## src/rtl/iob_axistream_in.sv

```systemverilog
// iob_axistream_in: AXI-Stream byte sink buffered in a first-word-fall-through
// FIFO and drained by a simple valid/ready CPU register interface.
// Optional feature: define AXISTREAMIN_FRAME_HOLD_EN to stall the stream after
// a tlast beat until the CPU has popped that beat, so at most one frame is buffered.
module iob_axistream_in #(
  parameter int DATA_W          = 32,
  parameter int ADDR_W          = 2,
  parameter int FIFO_DEPTH_LOG2 = 4
) (
  input  logic                clk,
  input  logic                rst_n,
  input  logic                valid,
  input  logic [ADDR_W-1:0]   address,
  input  logic [DATA_W-1:0]   wdata,
  input  logic [DATA_W/8-1:0] wstrb,
  output logic [DATA_W-1:0]   rdata,
  output logic                ready,
  input  logic [7:0]          tdata,
  input  logic                tvalid,
  output logic                tready,
  input  logic                tlast
);

  localparam int unsigned DEPTH = 2 ** FIFO_DEPTH_LOG2;
  localparam logic [FIFO_DEPTH_LOG2:0] LEVEL_FULL = {1'b1, {FIFO_DEPTH_LOG2{1'b0}}};

  typedef enum logic [ADDR_W-1:0] {
    REG_DATA    = ADDR_W'(0),
    REG_EMPTY   = ADDR_W'(1),
    REG_LEVEL   = ADDR_W'(2),
    REG_SOFTRST = ADDR_W'(3)
  } reg_addr_e;

  logic [8:0]                 mem_q [DEPTH];
  logic [FIFO_DEPTH_LOG2-1:0] wptr_q, wptr_d;
  logic [FIFO_DEPTH_LOG2-1:0] rptr_q, rptr_d;
  logic [FIFO_DEPTH_LOG2:0]   level_q, level_d;
  logic                       tready_q, tready_d;
  logic                       ready_q;
  logic [DATA_W-1:0]          rdata_q, rdata_d;
  logic                       hold_q, hold_d;

  logic       wr_req, rd_req;
  logic       empty, flush, push, pop;
  logic [8:0] head;
  logic       unused_wdata;

  // Only bit0 of the write data carries meaning (SOFTRST).
  assign unused_wdata = ^wdata[DATA_W-1:1];

  assign tready = tready_q;
  assign ready  = ready_q;
  assign rdata  = rdata_q;

  // Request decode and FIFO push/pop qualification; a flush swallows a concurrent beat.
  always_comb begin
    wr_req = valid & (|wstrb);
    rd_req = valid & ~(|wstrb);
    empty  = (level_q == '0);
    head   = mem_q[rptr_q];
    flush  = wr_req && (address == REG_SOFTRST) && wdata[0];
    push   = tvalid && tready_q && !flush;
    pop    = rd_req && (address == REG_DATA) && !empty;
  end

  // Read mux; anything that is not a recognised read returns zero.
  always_comb begin
    rdata_d = '0;
    if (rd_req) begin
      case (address)
        REG_DATA:  if (!empty) rdata_d = DATA_W'(head);
        REG_EMPTY: rdata_d = DATA_W'({hold_q, empty});
        REG_LEVEL: rdata_d = DATA_W'(level_q);
        default:   rdata_d = '0;
      endcase
    end
  end

  // Pointer and occupancy update; push and pop together leave LEVEL unchanged.
  always_comb begin
    wptr_d  = wptr_q;
    rptr_d  = rptr_q;
    level_d = level_q;
    if (flush) begin
      wptr_d  = '0;
      rptr_d  = '0;
      level_d = '0;
    end else begin
      if (push) wptr_d = wptr_q + 1'b1;
      if (pop)  rptr_d = rptr_q + 1'b1;
      case ({push, pop})
        2'b10:   level_d = level_q + 1'b1;
        2'b01:   level_d = level_q - 1'b1;
        default: level_d = level_q;
      endcase
    end
  end

`ifdef AXISTREAMIN_FRAME_HOLD_EN
  // Frame-hold flag: set by an accepted tlast beat, cleared when that beat is popped.
  always_comb begin
    hold_d = hold_q;
    if (flush)                 hold_d = 1'b0;
    else if (push && tlast)    hold_d = 1'b1;
    else if (pop && head[8])   hold_d = 1'b0;
    tready_d = (level_d != LEVEL_FULL) && !hold_d;
  end
`else
  // Without frame hold, tready follows next-cycle fullness only.
  always_comb begin
    hold_d   = 1'b0;
    tready_d = (level_d != LEVEL_FULL);
  end
`endif

  // FIFO storage; contents need no reset since LEVEL gates every read.
  always_ff @(posedge clk) begin
    if (push) mem_q[wptr_q] <= {tlast, tdata};
  end

  // Pointers, occupancy, stream handshake and CPU response registers.
  always_ff @(posedge clk or negedge rst_n) begin
    if (!rst_n) begin
      wptr_q   <= '0;
      rptr_q   <= '0;
      level_q  <= '0;
      tready_q <= 1'b0;
      ready_q  <= 1'b0;
      rdata_q  <= '0;
      hold_q   <= 1'b0;
    end else begin
      wptr_q   <= wptr_d;
      rptr_q   <= rptr_d;
      level_q  <= level_d;
      tready_q <= tready_d;
      ready_q  <= valid;
      rdata_q  <= rdata_d;
      hold_q   <= hold_d;
    end
  end

endmodule

```

## config.mk

```make
export PLATFORM = sky130hd
export DESIGN_NAME = iob_axistream_in
export DESIGN_NICKNAME = d
export VERILOG_FILES = /design/src/rtl/iob_axistream_in.sv
export SDC_FILE = /design/constraint.sdc
export NUM_CORES = 1
export LEC_CHECK = 0
export ABC_AREA = 1
export ABC_CLOCK_PERIOD_IN_PS = 3150
export BUFFER_PORTS_ARGS = -buffer_cell sky130_fd_sc_hd__buf_4
export CAP_MARGIN = 25
export CORE_UTILIZATION = 45
export CTS_CLUSTER_SIZE = 14
export DETAILED_ROUTE_END_ITERATION = 10
export SYNTH_ARGS = -nofsm -noshare
export SYNTH_HDL_FRONTEND = slang
export SYNTH_SLANG_ARGS = --single-unit
```

## constraint.sdc

```tcl
create_clock -name clk -period 3.15 [get_ports clk]
set_input_delay 0.1575 -clock clk [delete_from_list [all_inputs] [get_ports clk]]
set_output_delay 0.1575 -clock clk [all_outputs]
set_load 0.005 [all_outputs]
```

==> impl_metrics.env <==
export IMPL_holdWs_ns=0.0390
export IMPL_drt_iter0_drc=385
export IMPL_avgSynthCellArea_um2=11.2
export IMPL_wire_per_inst_um=17.1
export IMPL_grt_overflow_total=0
export IMPL_fin_util_pct=51.9
export IMPL_fmax_mhz=387
export IMPL_synth_seq_area_share_pct=67.4
export IMPL_synth_area_um2=7310
export IMPL_worstSkewPairLatency_ns=0.42
export IMPL_fin_nets=754
export IMPL_critPathBufInv=1
export IMPL_grt_usage_pct=20.3
export IMPL_drtPass1Iterations=5
export IMPL_dieArea_um2=16800
export IMPL_start_util_pct=46.0
export IMPL_postCtsHoldBufs=2
export IMPL_cts_clk_slew_worst_paths_ns=0.06
export IMPL_hold_viol_final=0
export IMPL_cts_tree="done"
export IMPL_ir_drop_mv=0.521
export IMPL_via_per_inst=5.10
export IMPL_multiInputGateArea_um2=1920
export IMPL_hp_class="input pin to flop"
export IMPL_ant_nets=0
export IMPL_crit_required_ns=3.46
export IMPL_path_cells="nor3_1 -> nand3_1 -> nand2_1 -> nor2_4 -> ha_1 -> nand2_1 -> inv_1 -> nor2_1 -> ha_1 -> nor2_1 -> nor2_1 -> o21ai_0 -> nand2_1 -> a21oi_1 -> nand2_1"
export IMPL_crit_path_frequent_cell="nand2_1"
export IMPL_critPathSlowestCell="dfrtp_1"
export IMPL_syn_to_final_growth_pct=12.8
export IMPL_rr_startpoint="level_q[1]$_DFF_PN0_"
export IMPL_status="completed"
export IMPL_crit_fanout=11
export IMPL_setup_viol=0
export IMPL_endpoint="tready$_DFF_PN0_"
export IMPL_grt_pass1_wl_um=24500
export IMPL_skew_ns=0.00624
export IMPL_tns_ns=0
export IMPL_vias=4710
export IMPL_cp_end_kind="flop"
export IMPL_gp_congestion=0.831
export IMPL_drive_gt1_share_pct=11.3
export IMPL_path_class="flop to flop"
export IMPL_fp_dieH_um=129
export IMPL_met2_usage_pct=32.4
export IMPL_io_buffers=30
export IMPL_cts_sinks=168
export IMPL_fillers=1450
export IMPL_worst_pin_slew_ns=0.702
export IMPL_seq_area_um2=4930
export IMPL_r2r_end="tready$_DFF_PN0_"
export IMPL_synth_warnings=0
export IMPL_met3_usage_pct=4.25
export IMPL_slew_violations=0
export IMPL_crit_family="simple AND/OR/NAND/NOR gates"
export IMPL_post_cts_resized=0
export IMPL_cp_depth=15
export IMPL_period_share_pct=81.9
export IMPL_cellLeakagePower_nw=3.20
export IMPL_htree_levels=4
export IMPL_antenna_found_initial=0
export IMPL_rr_worst_depth=15
export IMPL_relSlewSlack_pct=52.9
export IMPL_ys_seq_elements=168
export IMPL_fin_crit_ns=2.58
export IMPL_rsz0062_at_grt="no"
export IMPL_grt_start_max_net_pins=69
export IMPL_fp_dieW_um=129
export IMPL_fp_row_count=46
export IMPL_cts_buffers=17
export IMPL_hpwl_um=9720
export IMPL_first_global_vias=4461
export IMPL_cts_root_buf="clkbuf_16"
export IMPL_post_cts_setup_buffers=0
export IMPL_cp_arrival_ns=2.89
export IMPL_syn_inst=655
export IMPL_maxCapViolations=0
export IMPL_start_kind="flop"
export IMPL_routed_wl_um=15800
export IMPL_use_met1_pct=26.9
export IMPL_crit_path_start="level_q[1]$_DFF_PN0_"
export IMPL_drc=0
export IMPL_antenna_cells=0
export IMPL_core_um2=15900
export IMPL_critPathMaxStageDelay_ns=0.44
export IMPL_synth_cell_types=31
export IMPL_r2r_slack_ns=0.57
export IMPL_clockBufferDepth=2
export IMPL_io_pins=85
export IMPL_busiest_layer="met2"
export IMPL_p_per_area_nw_per_um2=692
-- report_power, final --
group | internal, mW | switching, mW | total, mW
registers | 2.62 | 0.122 | 2.74
clock network | 1.23 | 0.778 | 2.01
logic | 0.297 | 0.665 | 0.962
-- sequential cells by signal (all words and copies together) (netlist names) --
register / count
rdata: 9
rptr_q: 4
tready: 1
wptr_q: 4
level_q: 5
mem_q: 144
ready: 1
-- cells in the final DEF (no fill, tap or decap), types with 8 or more instances in the layout --
master / instances
a21oi_1: 17
buf_4: 47
clkbuf_1: 10
clkbuf_16: 19
conb_1: 23
dfrtp_1: 23
edfxtp_1: 144
ha_1: 8
inv_1: 42
nand2_1: 104
nand3_1: 32
nor2_1: 105
o211ai_1: 24
o21ai_0: 63
o21ai_1: 11
o22ai_1: 8
-- worst min-delay path by stage --
stage	startpoint	to	slack, ns	cells after the start
floorplan	rst_n	level_q[0]$_DFF_PN0_	-0.14	0
global placement	rst_n	ready$_DFF_PN0_	0.08	1
detailed placement	rst_n	rdata[0]$_DFF_PN0_	0.08	1
CTS	tdata[4]	mem_q[7][4]$_DFFE_PP_	0.03	1
global route	tdata[4]	mem_q[8][4]$_DFFE_PP_	0.04	1
finish	tdata[4]	mem_q[7][4]$_DFFE_PP_	0.04	1
-- logic make-up (layout without fill, tap and decap cells) --
family	Yosys count	in the layout	share of synthesized area, %
compound gates	124	124	9.50
xor+xnor	2	2	0.240
buf+inv	99	130	7.50
simple gates	253	253	14.0
other cells	1	23	0.0513
fa+ha+maj	8	8	1.37
flops	168	168	67.4
-- stage by stage --
step                      power (mW)  cells  instance area, um^2  worst slack (ns)
after floorplan                 3.45    677                 7390             0.913
after global placement          3.71    890                 7660             0.680
after detailed placement        3.74    890                 7660             0.599
after CTS                       5.74    924                 8250             0.577
after global routing            5.97    924                 8250             0.222
final                           5.71    924                 8250             0.569
-- synth_stat cells --
cell / count / area, um^2
dfrtp_1: 24 / 601
nand3_1: 32 / 160
edfxtp_1: 144 / 4320
o21ai_0: 63 / 315
nand2_1: 104 / 390
o22ai_1: 8 / 50.1
nor3_2: 1 / 10.0
o21ai_1: 11 / 55.1
nor3_1: 5 / 25.0
o211ai_1: 24 / 180
nor2_1: 105 / 394
xor2_1: 1 / 8.76
inv_1: 42 / 158
nand4_1: 1 / 6.26
buf_2: 8 / 40.0
ha_1: 8 / 100
a21oi_1: 17 / 85.1
and2_1: 1 / 6.26
nor2_4: 1 / 11.3
clkbuf_2: 3 / 15.0
a21oi_2: 1 / 8.76
nand2_2: 2 / 12.5
inv_2: 4 / 15.0
clkinv_1: 2 / 7.51
xnor2_1: 1 / 8.76
clkbuf_1: 4 / 15.0
buf_4: 28 / 210
conb_1: 1 / 3.75
nor4_1: 1 / 6.26
buf_6: 7 / 78.8
inv_6: 1 / 8.76
-- final cells by class --
class	instances	area share [%]
Multi-Input combinational cell	410	23.3
Tap cell	216	3.28
Inverter	49	2.29
Sequential cell	168	59.7
Clock inverter	1	0.364
Timing Repair Buffer	49	4.52
Clock buffer	31	6.55
-- layer usage --
metal,share of wire [%],up-vias
li1,-,2295
met1,44,2263
met2,49,125
met3,4.9,27
met4,2.2,0
met5,0,-
Power figures use the tool's default switching activity.
